--- config.mk ---
export PLATFORM = sky130hd
export DESIGN_NAME = icache_refill_ctrl
export DESIGN_NICKNAME = d
export VERILOG_FILES = /design/src/rtl/icache_refill_ctrl.sv
export SDC_FILE = /design/constraint.sdc
export NUM_CORES = 1
export LEC_CHECK = 0
export BUFFER_PORTS_ARGS = -buffer_cell sky130_fd_sc_hd__buf_2
export CAP_MARGIN = 10
export CORE_MARGIN = 2
export CORE_UTILIZATION = 40
export DETAILED_ROUTE_END_ITERATION = 10
export PLACE_DENSITY = 0.69
export SYNTH_ARGS = -nofsm -noshare
export SYNTH_HDL_FRONTEND = slang
export SYNTH_SLANG_ARGS = --single-unit
--- constraint.sdc ---
create_clock -name clk -period 14.62 [get_ports clk]
set_input_delay 2.193 -clock clk [delete_from_list [all_inputs] [get_ports clk]]
set_output_delay 2.193 -clock clk [all_outputs]
set_load 0.01 [all_outputs]
--- src/rtl/icache_refill_ctrl.sv ---
// Miss/refill controller for the 8-line, 4-word-per-line direct-mapped I-cache.
// On a miss it stalls fetch and reads the line from instruction memory, one word
// at a time, always starting at word 0. It then writes the assembled line into the
// cache for one cycle and allows one re-lookup cycle before it accepts a new miss.
module icache_refill_ctrl #(
    parameter int ADDR_W = 32,
    parameter int WORD_W = 32,
    parameter int CNT_W  = 16
) (
    input  logic                clk,
    input  logic                rst,
    input  logic                lookup_valid,
    input  logic [ADDR_W-1:0]   cpu_addr,
    input  logic                cache_hit,
    output logic                stall,
    output logic                mem_req,
    output logic [ADDR_W-1:0]   mem_addr,
    input  logic                mem_ready,
    input  logic [WORD_W-1:0]   mem_rdata,
    output logic                fill_valid,
    output logic [4*WORD_W-1:0] fill_line,
    output logic [ADDR_W-1:0]   fill_addr,
    output logic [CNT_W-1:0]    miss_count
);

    localparam int BASE_W = ADDR_W - 4;

    typedef enum logic [1:0] {
        IDLE   = 2'd0,
        FETCH  = 2'd1,
        FILL   = 2'd2,
        RELOOK = 2'd3
    } state_t;

    state_t                   state;
    logic [1:0]               cnt;
    logic [BASE_W-1:0]        base;
    logic [3:0][WORD_W-1:0]   line_buf;
    logic                     miss;

    // The byte offset within a line does not matter, because refills always start at word 0
    logic unused_offset;
    assign unused_offset = ^cpu_addr[3:0];

    // A lookup is a miss only when it is a real fetch
    assign miss = lookup_valid & ~cache_hit;

    // Stall is combinational so the fetch stage freezes in the cycle the miss is seen
    assign stall = (state != IDLE) | miss;

    // The line buffer and the latched base drive the fill port directly
    assign fill_line = line_buf;
    assign fill_addr = {base, 4'b0000};

    // Refill FSM: all state and all outputs except stall are registered here
    always_ff @(posedge clk or posedge rst) begin
        if (rst) begin
            state      <= IDLE;
            cnt        <= 2'd0;
            base       <= '0;
            line_buf   <= '0;
            fill_valid <= 1'b0;
            mem_req    <= 1'b0;
            mem_addr   <= '0;
            miss_count <= '0;
        end else begin
            case (state)
                IDLE: begin
                    fill_valid <= 1'b0;
                    mem_req    <= 1'b0;
                    if (miss) begin
                        base     <= cpu_addr[ADDR_W-1:4];
                        cnt      <= 2'd0;
                        mem_req  <= 1'b1;
                        mem_addr <= {cpu_addr[ADDR_W-1:4], 4'b0000};
                        if (miss_count != {CNT_W{1'b1}})
                            miss_count <= miss_count + 1'b1;
                        state    <= FETCH;
                    end
                end
                FETCH: begin
                    // Request and address stay stable until memory accepts the word
                    if (mem_ready) begin
                        line_buf[cnt] <= mem_rdata;
                        cnt           <= cnt + 2'd1;
                        if (cnt == 2'd3) begin
                            mem_req    <= 1'b0;
                            fill_valid <= 1'b1;
                            state      <= FILL;
                        end else begin
                            mem_addr <= {base, cnt + 2'd1, 2'b00};
                        end
                    end
                end
                FILL: begin
                    fill_valid <= 1'b0;
                    state      <= RELOOK;
                end
                RELOOK: begin
                    // One cycle for the cache to re-evaluate the PC against the new line
                    state <= IDLE;
                end
                default: begin
                    state <= IDLE;
                end
            endcase
        end
    end

endmodule
# --- After elaboration in Yosys (flattened, before gate mapping) ---
# Cells that the tools add are included.
classes:
  add_sub_neg: 2
  n_mul: 0
  n_div: 0
  order_cmp: 2
  n_eq_ne: 9
  shift: 0
  mux: 21
  n_bitwise: 3
  n_reduce_logical: 14
ops:
  columns: ["op", "count"]
  rows:
  - ["128-bit bitwise mux", 1]
  - ["32-bit 2-to-1 mux", 4]
  - ["32-bit demux with 2-bit select", 1]
  - ["32-bit case mux with 2 select lines", 1]
  - ["16-bit by 1-bit adder with 16-bit output (second input constant)", 1]
  - ["16-bit inequality test (second input constant)", 1]
  - ["3-bit AND reduction", 5]
  - ["2-bit 2-to-1 mux", 5]
  - ["2-bit inequality test (second input constant)", 4]
  - ["2-bit case mux with 4 select lines", 1]
  - ["2-bit == test (second input constant)", 3]
  - ["2-bit nonzero test", 3]
  - ["1-bit 2-to-1 mux", 5]
  - ["1-bit case mux with 2 select lines", 2]
  - ["2-bit case mux with 2 select lines", 1]
  - ["2-bit AND reduction", 2]
  - ["4-bit AND reduction", 1]
  - ["2-bit by 3-bit less-than comparator with 1-bit output (second input constant)", 1]
  - ["2-bit by 1-bit adder with 2-bit output (second input constant)", 1]
  - ["2-bit by 1-bit == test with 1-bit output (second input constant)", 1]
  - ["2-bit by 1-bit greater-or-equal comparator with 1-bit output (second input constant)", 1]
  - ["2-bit logical NOT", 1]
  - ["2-bit OR reduction", 1]
  - ["1-bit bitwise AND", 1]
  - ["3 further kinds", 3]
word_totals:
  regBits: 210
  latchBits: 0
  ram_bits: 0
  rom_bits: 0
  inputBits: 69
  out_inout_bits: 211
  word_cells: 62
  n_memories: 0

# --- Longest topological paths before layout ---
# Gate-level depths: netlist (run 1).
logic_depth:
  word_depth: 5
  ltp_mapped: 7
  mapped_depth_nobuf: 6

# --- Worst setup path after synthesis (run 1) ---
# OpenSTA, ideal clock, no wires.
synth_path:
  path_type: "in2out"
  start: "input cache_hit"
  end: "output stall"
  t_arrival_ns: 2.638
  t_required_ns: 12.427
  setup_slack_ns: 9.789
  path_stages: 3
  path_buffers: 0
  cell_sequence: "nand2b_1 > and2_1 > inv_1"
synth_between:
  elab_chain_cells: 3
synth_rtl:
  columns: ["item", "line_no", "text"]
  rows:
  - ["start: declaration", "14", "input logic cache_hit,"]
  - ["1-bit NOT", "46", "assign miss = lookup_valid & ~cache_hit;"]
  - ["1-bit bitwise AND", "46", null]
  - ["1-bit bitwise OR", "49", "assign stall = (state != IDLE) | miss;"]
  - ["end: declaration", "15", "output logic stall,"]
# Every way passes these cells.

# --- Worst setup path in the final report (run 1) ---
# Ends and elaborated chain as after synthesis.

==> results of run 1 <==
power breakdown:
part	internal (mW)	total (mW)	switching, mW	leakage (nW)
clock network	0.368	0.593	0.225	0.377
logic	0.419	0.869	0.450	2.48
registers	0.829	0.963	0.134	2.58
total	1.62	2.42	0.808	5.45
cell usage after synthesis, types with 2 or more instances:
cell	instances	area share, %
mux2i_1	29	3.5
o21ai_0	2	0.12
mux2_2	161	22
a21oi_1	31	1.9
nand2_1	7	0.31
xor2_1	12	1.3
nor2b_1	2	0.15
buf_1	10	0.45
nand2b_1	2	0.15
nor3_1	6	0.36
nor2_1	32	1.4
clkbuf_1	13	0.58
a22o_1	3	0.31
buf_2	3	0.18
nand4_1	4	0.30
inv_1	8	0.36
nor4_1	3	0.22
ha_1	8	1.2
buf_4	6	0.54
nand3_1	10	0.60
nor4_2	2	0.30
dfrtp_1	208	62
state kept, by name (all words and copies together), names as in the netlist:
signal	flops
fill_valid	1
mem_addr	30
base	28
cnt	2
state	2
fill_line	128
miss_count	16
mem_req	1
critical path: stages:
cell	delay, ns
buf_2	0.10
nand2b_1	0.20
and2_1	0.23
inv_1	0.07
buf_2	0.13
worst paths after layout:
kind,end,slack [ns],from
min in group asynchronous,fill_line[59],1.83,rst
hold reg to reg,fill_line[67],0.50,fill_line[67]
max in group asynchronous,fill_line[67],11.14,rst
setup reg to reg,fill_line[62],11.64,state[1]
setup / recovery,stall,9.50,cache_hit
hold / removal,fill_line[67],0.50,fill_line[67]
metal layers:
layer / GRT usage [%] / vias up / share of wire, %
met5: 0 / - / 0
met4: 4.24 / 0 / 1.7
met3: 5.21 / 30 / 8.4
met2: 27.7 / 198 / 47
met1: 22.2 / 2757 / 43
li1: - / 2582 / -
cells by family (layout without fill, tap and decap cells):
logic type,Yosys count,after routing,synth area share (%)
AOI/OAI and AO/OA,42,42,2.86
adders and majority gates,8,8,1.20
muxes,190,190,25.1
other,1,6,0.0448
xor gates and xnor gates,12,12,1.26
buffers and inverters,41,318,2.24
and+or+nand+nor,77,77,5.01
DFF,208,208,62.2
layout make-up:
class                           count  area, sq um
Timing Repair Buffer              272         1370
Inverter                            8         37.5
Sequential cell                   208         5200
Clock inverter                      8          144
Clock buffer                       30          622
Fill cell                        1795         9630
Tap cell                          270          338
Multi-Input combinational cell    335         3020
==> results.py, run 1 <==
metrics = {
    "die": {
        "ios": 280,
        "rows": 52,
        "fp.dieArea_sq_um": 22100,
        "start_util_pct": 41.1,
        "die_h_um": 149,
        "core_sq_um": 20400,
        "dieWidth_um": 149,
    },
    "pwr": {
        "ir_drop_mv": 0.139,
        "total_power_mw": 2.42,
        "p_leak_nw": 5.45,
        "power_density_nw_per_um2": 226,
    },
    "finish": {
        "fin_area_sq_um": 10700,
        "layout-drive-gt1-share_pct": 55.6,
        "final_core_utilization_pct": 52.7,
        "final_cell_mix": "buf_2, dfrtp_1, mux2_2",
        "area_delta_synth_final_pct": 28.3,
        "final_cell_count_no_fill": 1131,
        "diodes": 0,
        "layout_commonest_cell": "buf_2",
        "final_nets": 925,
    },
    "placed_design": {
        "port_buffers": 269,
        "place_area_sq_um": 9970,
        "dp_slack_ns": 9.51,
        "hpwl_um": 12500,
        "globalplace.congestion": 0.728,
        "place_inst": 1093,
    },
    "synth": {
        "synth_ff_type": "dfrtp_1",
        "syn_inst": 579,
        "synthArstFlopShare_pct": 100,
        "yosysWarnings": 0,
        "syn_avg_cell_area_sq_um": 14.4,
        "synth-seq-cells": 208,
        "synth_edf_count": 0,
        "synthDistinctLibCells": 39,
        "synth.cell_area_sq_um": 8360,
        "synth_seq_area_share_pct": 62.2,
    },
    "clock_tree": {
        "clk_pin_slew_worst_paths_ns": 0.05,
        "clk_latency_ns": 0.51,
        "cts_resized": 0,
        "hold_buffers": 0,
        "cts_tree": "done",
        "numCtsBuffers": 23,
        "clock_path_buffers": 3,
        "cts_root_buffer": "clkbuf_16",
        "post-cts-setup-buffers": 0,
        "h-tree-depth": 1,
        "cts.sinks": 208,
    },
    "critical_path": {
        "critPathRequiredTime_ns": 12.43,
        "worstSetupStartpointType": "input port",
        "crit_type": "in -> out",
        "arrival_ns": 2.93,
        "worst_setup_path_end_kind": "output port",
        "worstPathMaxFanout": 4,
        "reg2reg_depth": 5,
    },
    "timing": {
        "fin_crit_sh_pct": 35.0,
        "rsz0062_at_grt": "false",
        "fin_setup_tns_ns": 0,
        "fin_ws_ns": 9.50,
        "worst_slew_pin_slew_ns": 1.12,
        "min_period_ns": 5.12,
        "setup_viol": 0,
        "relSlewSlack_pct": 25.6,
        "drv_slew": 0,
        "hold_viol_final": 0,
        "timing.hold.ws_ns": 0.498,
        "fin_skew_ns": 0.0117,
        "fmax_mhz": 195,
    },
    "min_path": {
        "hold_path.class": "reg -> reg",
        "holdPathStages": 1,
    },
    "drt": {
        "dr.pass1.iters": 4,
        "initialDrtViolationCount": 132,
        "drc": 0,
        "vias": 5567,
        "wl_per_cell_um": 16.9,
        "post_drt_via_cell_ratio": 4.92,
        "drt_wl_total_um": 19100,
        "ant_nets": 0,
    },
    "grt": {
        "globalRoute.totalOverflow": 0,
        "grt_pass1_wl_um": 30200,
        "grt_max_degree": 128,
        "grt_use_total_pct": 17.0,
        "grt_pass1_vias": 5645,
        "grt_antenna_before_repair": 0,
    },
    "run_status": {
        "status": "finished clean",
    },
    "job": {
        "maxCapViolCount": 0,
    },
}
Power figures use the tool's default switching activity.
==> run 2, diff against run 1 <==
--- a/config.mk
+++ b/config.mk
@@ -10,7 +10,7 @@
 export CORE_MARGIN = 2
 export CORE_UTILIZATION = 40
 export DETAILED_ROUTE_END_ITERATION = 10
-export PLACE_DENSITY = 0.69
+export PLACE_DENSITY = 0.71
 export SYNTH_ARGS = -nofsm -noshare
 export SYNTH_HDL_FRONTEND = slang
 export SYNTH_SLANG_ARGS = --single-unit
==> constraint.sdc (replaced) <==
create_clock -name clk -period 4.32 [get_ports clk]
set_input_delay 0.648 -clock clk [delete_from_list [all_inputs] [get_ports clk]]
set_output_delay 0.648 -clock clk [all_outputs]
set_load 0.01 [all_outputs]
==> run 2 against run 1 <==
Net effect:
- total power increased to 3.3 times the previous value
- highest routed layer is now met5
- sequential share of layout area decreased by 0.074 points
- sequential cell count unchanged
- critical endpoint is now fill_line[1]
==> results.py, run 2 (same netlist as run 1, synthesis figures left out) <==
metrics = {
    "critical_path": {
        "worstPathMaxFanout": 28,
        "critPathMaxStageDelay_ns": 0.70,
        "crit_path_top_delay_cell": "ha_2",
        "path_buf_inv": 2,
        "regToRegStartpoint": "state[1]",
        "critPathRequiredTime_ns": 4.69,
        "worstSetupStartpointType": "flip-flop",
        "crit_type": "reg -> reg",
        "ff2ff_setup_slack_ns": 1.62,
        "cp-startpoint": "state[1]",
        "arrival_ns": 3.08,
        "path_delay_family": "adder cells",
        "path_cells": "inv_1, ha_2, nand3_2, buf_4, mux2_2",
        "worst_setup_path_end_kind": "flip-flop",
    },
    "placed_design": {
        "place_inst": 1100,
        "hpwl_um": 13400,
        "dp_slack_ns": 1.55,
        "globalplace.congestion": 0.760,
        "port_buffers": 269,
        "place_area_sq_um": 10000,
    },
    "clock_tree": {
        "cts_root_buffer": "clkbuf_16",
        "h-tree-depth": 1,
        "clock_path_buffers": 3,
        "clk_latency_ns": 0.49,
        "numCtsBuffers": 23,
        "clk_pin_slew_worst_paths_ns": 0.06,
        "cts_tree": "done",
        "cts.sinks": 208,
        "post-cts-setup-buffers": 0,
        "hold_buffers": 0,
        "cts_resized": 0,
    },
    "timing": {
        "timing.hold.ws_ns": 0.320,
        "min_period_ns": 2.70,
        "fin_setup_tns_ns": 0,
        "hold_viol_final": 0,
        "fmax_mhz": 370,
        "fin_skew_ns": 0.00783,
        "setup_viol": 0,
        "fin_crit_sh_pct": 62.6,
        "drv_slew": 0,
        "worst_slew_pin_slew_ns": 0.868,
        "relSlewSlack_pct": 42.0,
        "rsz0062_at_grt": "false",
        "fin_ws_ns": 1.62,
    },
    "grt": {
        "grt_use_total_pct": 17.1,
        "grt_antenna_before_repair": 1,
        "grt_pass1_vias": 5764,
        "grt_max_degree": 107,
        "globalRoute.totalOverflow": 0,
        "grt_pass1_wl_um": 30500,
    },
    "pwr": {
        "combPwrFrac_pct": 36.6,
        "power_density_nw_per_um2": 751,
        "intPower_mw": 5.34,
        "p_sw_share_pct": 33.8,
        "p_switching_mw": 2.73,
        "p_leak_nw": 5.46,
        "p_clk_share_pct": 23.1,
        "p_seq_share_pct": 40.4,
        "total_power_mw": 8.07,
        "ir_drop_mv": 0.518,
    },
    "drt": {
        "drc": 0,
        "vias": 5631,
        "post_drt_via_cell_ratio": 4.94,
        "wl_per_cell_um": 17.0,
        "dr.pass1.iters": 4,
        "drt_wl_total_um": 19400,
        "ant_nets": 0,
        "initialDrtViolationCount": 136,
    },
    "finish": {
        "final_cell_mix": "buf_2, dfrtp_1, mux2_2",
        "layout-drive-gt1-share_pct": 56.0,
        "final_nets": 932,
        "diodes": 0,
        "layout_commonest_cell": "buf_2",
        "final_core_utilization_pct": 52.8,
        "largest_register_ffs": 128,
        "final_cell_count_no_fill": 1140,
        "fin_area_sq_um": 10700,
        "area_delta_synth_final_pct": 28.5,
    },
    "die": {
        "die_h_um": 149,
        "ios": 280,
        "core_sq_um": 20400,
        "start_util_pct": 41.1,
        "fp.dieArea_sq_um": 22100,
        "dieWidth_um": 149,
        "rows": 52,
    },
    "job": {
        "maxCapViolCount": 0,
    },
    "min_path": {
        "hold_path.class": "in -> async",
    },
    "run_status": {
        "status": "finished clean",
    },
}
-- run 2: cell count changes in the layout (fill, tap and decap cells not counted), sizes merged --
cell and delta:
clkbuf +3, clkinvlp +1, inv -2, bufinv -3, clkinv +3, buf +7
-- run 2: layout make-up --
| type | count | area, sq um |
|---|---|---|
| Sequential cell | 208 | 5200 |
| Inverter | 8 | 33.8 |
| Fill cell | 1738 | 9620 |
| Multi-Input combinational cell | 335 | 3020 |
| Tap cell | 270 | 338 |
| Timing Repair Buffer | 279 | 1430 |
| Clock inverter | 7 | 67.6 |
| Clock buffer | 33 | 653 |
-- run 2: worst reg2reg max path: cells and delay by family (launching register included) --
family / cells / cell delay (ns)
mux: 1 / 0.32
buf+inv: 2 / 0.54
fa+ha+maj: 1 / 0.70
flops: 1 / 0.39
simple gates: 1 / 0.64
-- run 2: per-layer routing --
layer / up-vias / routed length [um] / global-route usage (%)
met5: - / 15 / 0
met4: 2 / 435 / 4.10
met3: 35 / 1860 / 6.13
met2: 224 / 8950 / 28.3
met1: 2775 / 8140 / 21.5
li1: 2595 / - / -
-- run 2: final timing paths --
kind                             endpoint  cells past startpoint
hold / removal                mem_addr[4]                      2
setup / recovery             fill_line[1]                      5
max in group asynchronous  fill_line[124]                      3
min in group clk                  base[9]                      2
setup reg to reg             fill_line[1]                      5
hold reg to reg             fill_line[74]                      1
-- run 2: power by group through the flow --
stage	Sequential [mW]	Combinational, mW	Clock (mW)
finish	3.26	2.95	1.86
global route	3.37	3.23	1.99
CTS	3.26	2.99	1.92
detailed placement	3.29	2.99	0
global placement	3.25	2.92	0
floorplan	3.67	1.33	0
==> run 3, diff against run 2 <==
--- a/config.mk
+++ b/config.mk
@@ -10,7 +10,7 @@
 export CORE_MARGIN = 2
 export CORE_UTILIZATION = 40
 export DETAILED_ROUTE_END_ITERATION = 10
-export PLACE_DENSITY = 0.71
+export PLACE_DENSITY = 0.69
 export SYNTH_ARGS = -nofsm -noshare
 export SYNTH_HDL_FRONTEND = slang
 export SYNTH_SLANG_ARGS = --single-unit
==> constraint.sdc (replaced) <==
create_clock -name clk -period 2.8 [get_ports clk]
set_input_delay 0.42 -clock clk [delete_from_list [all_inputs] [get_ports clk]]
set_output_delay 0.42 -clock clk [all_outputs]
set_load 0.01 [all_outputs]
==> run 3 against run 2 <==
Net effect:
- register-to-register slack worse by 1.0 ns
- die area unchanged
- clock skew up 0.0066 ns
- non-clock buffer count up 5
- sequential share of layout area down 0.83 points
- clock power up 68%
- via count down 0.82%
- critical path depth unchanged
- core utilization up 0.92 points
- combinational power up 56%
- sequential cell count unchanged
==> results.py, run 3 (same netlist as run 1, synthesis figures left out) <==
metrics = {
    "die": {
        "dieWidth_um": 149,
        "start_util_pct": 41.1,
        "ios": 280,
        "die_h_um": 149,
        "fp.dieArea_sq_um": 22100,
        "core_sq_um": 20400,
        "rows": 52,
    },
    "finish": {
        "final_cell_mix": "buf_2, dfrtp_1, mux2_2",
        "fill_cells": 1722,
        "fin_area_sq_um": 10900,
        "final_core_utilization_pct": 53.7,
        "final_nets": 936,
        "layout_commonest_cell": "buf_2",
        "multi_input_area_sq_um": 3020,
        "area_delta_synth_final_pct": 30.7,
        "largest_register_ffs": 128,
        "regArea_sq_um": 5200,
        "final_cell_count_no_fill": 1145,
        "diodes": 0,
        "layout-drive-gt1-share_pct": 56.3,
    },
    "grt": {
        "grt_pass1_vias": 5751,
        "grt_antenna_before_repair": 0,
        "grt_use_total_pct": 17.3,
        "grt_max_degree": 60,
        "globalRoute.totalOverflow": 0,
        "grt_pass1_wl_um": 30600,
    },
    "placed_design": {
        "globalplace.congestion": 0.751,
        "hpwl_um": 13300,
        "place_inst": 1104,
        "place_area_sq_um": 10100,
        "port_buffers": 269,
    },
    "drt": {
        "post_drt_via_cell_ratio": 4.88,
        "wl_per_cell_um": 17.0,
        "vias": 5585,
        "drc": 0,
        "dr.pass1.iters": 4,
        "initialDrtViolationCount": 132,
        "drt_wl_total_um": 19500,
        "ant_nets": 0,
    },
    "critical_path": {
        "worstPathMaxFanout": 7,
        "worst_setup_path_end_kind": "output port",
        "crit_type": "reg -> out",
        "reg2reg_depth": 6,
        "reg2reg_to": "miss_count[15]",
        "arrival_ns": 1.79,
        "critPathRequiredTime_ns": 2.38,
        "worstSetupStartpointType": "flip-flop",
        "cp-startpoint": "state[0]",
        "ff2ff_setup_slack_ns": 0.60,
        "regToRegStartpoint": "state[0]",
    },
    "clock_tree": {
        "h-tree-depth": 1,
        "post-cts-setup-buffers": 0,
        "clk_pin_slew_worst_paths_ns": 0.06,
        "cts_root_buffer": "clkbuf_16",
        "numCtsBuffers": 22,
        "cts.sinks": 208,
        "clock_path_buffers": 3,
        "clk_latency_ns": 0.50,
        "cts_resized": 0,
        "hold_buffers": 1,
        "cts_tree": "done",
    },
    "timing": {
        "worst_slew_pin_slew_ns": 0.639,
        "min_period_ns": 2.21,
        "relSlewSlack_pct": 57.3,
        "hold_viol_final": 0,
        "fin_crit_sh_pct": 78.9,
        "rsz0062_at_grt": "false",
        "drv_slew": 0,
        "fin_skew_ns": 0.0145,
        "fin_setup_tns_ns": 0,
        "setup_viol": 0,
        "fmax_mhz": 453,
    },
    "run_status": {
        "status": "finished clean",
    },
    "pwr": {
        "intPower_mw": 8.53,
        "p_sw_share_pct": 33.0,
        "p_switching_mw": 4.20,
        "p_leak_nw": 5.55,
        "p_seq_share_pct": 39.4,
        "combPwrFrac_pct": 36.0,
        "ir_drop_mv": 0.656,
        "p_clk_share_pct": 24.5,
        "power_density_nw_per_um2": 1160,
    },
    "min_path": {
        "holdPathStages": 2,
        "min_to": "base[26]",
        "worstHoldStart": "cpu_addr[30]",
        "hold_path.class": "in -> reg",
    },
    "job": {
        "maxCapViolCount": 0,
    },
}
-- run 3: worst max path at each step --
stage                     depth (start not counted)              to
after global routing                              5           stall
after detailed placement                          6  miss_count[15]
final                                             5           stall
after floorplan                                   1         base[0]
after CTS                                         5           stall
after global placement                            6  miss_count[15]
-- run 3: power groups by stage --
stage	Sequential, mW	Combinational, mW	Clock, mW
global placement	5.01	4.55	0
global route	5.19	5.01	3.33
floorplan	5.66	2.06	0
detailed placement	5.06	4.66	0
finish	5.02	4.59	3.12
CTS	5.03	4.68	3.22
-- run 3: critical path, cell delays in order (launching register included) --
cell	delay (ns)
dfrtp_1	0.39
inv_1	0.10
ha_1	0.34
and2_1	0.25
inv_1	0.07
buf_2	0.15
-- run 3: layer usage --
metal	part of all wire, %	track usage, %
met5	0	0
met4	2.1	4.10
met3	8.2	5.28
met2	48	29.3
met1	42	21.8
-- run 3: area by class of cell --
| type | instances | share of cell area (%) |
|---|---|---|
| Tap cell | 270 | 3.09 |
| Inverter | 8 | 0.309 |
| Sequential cell | 208 | 47.6 |
| Clock inverter | 6 | 0.961 |
| Timing Repair Buffer | 284 | 14.2 |
| Clock buffer | 34 | 6.28 |
| Multi-Input combinational cell | 335 | 27.6 |
-- run 3: stage by stage --
stage	power, mW	hold slack [ns]	setup WS, ns
2_1_floorplan	7.72	0.508	-0.320
3_3_place_gp	9.57	0.481	0.600
5_1_grt	13.5	0.145	0.440
6_report	12.7	0.162	0.592
4_1_cts	12.9	0.138	0.557
3_5_place_dp	9.72	0.484	0.572
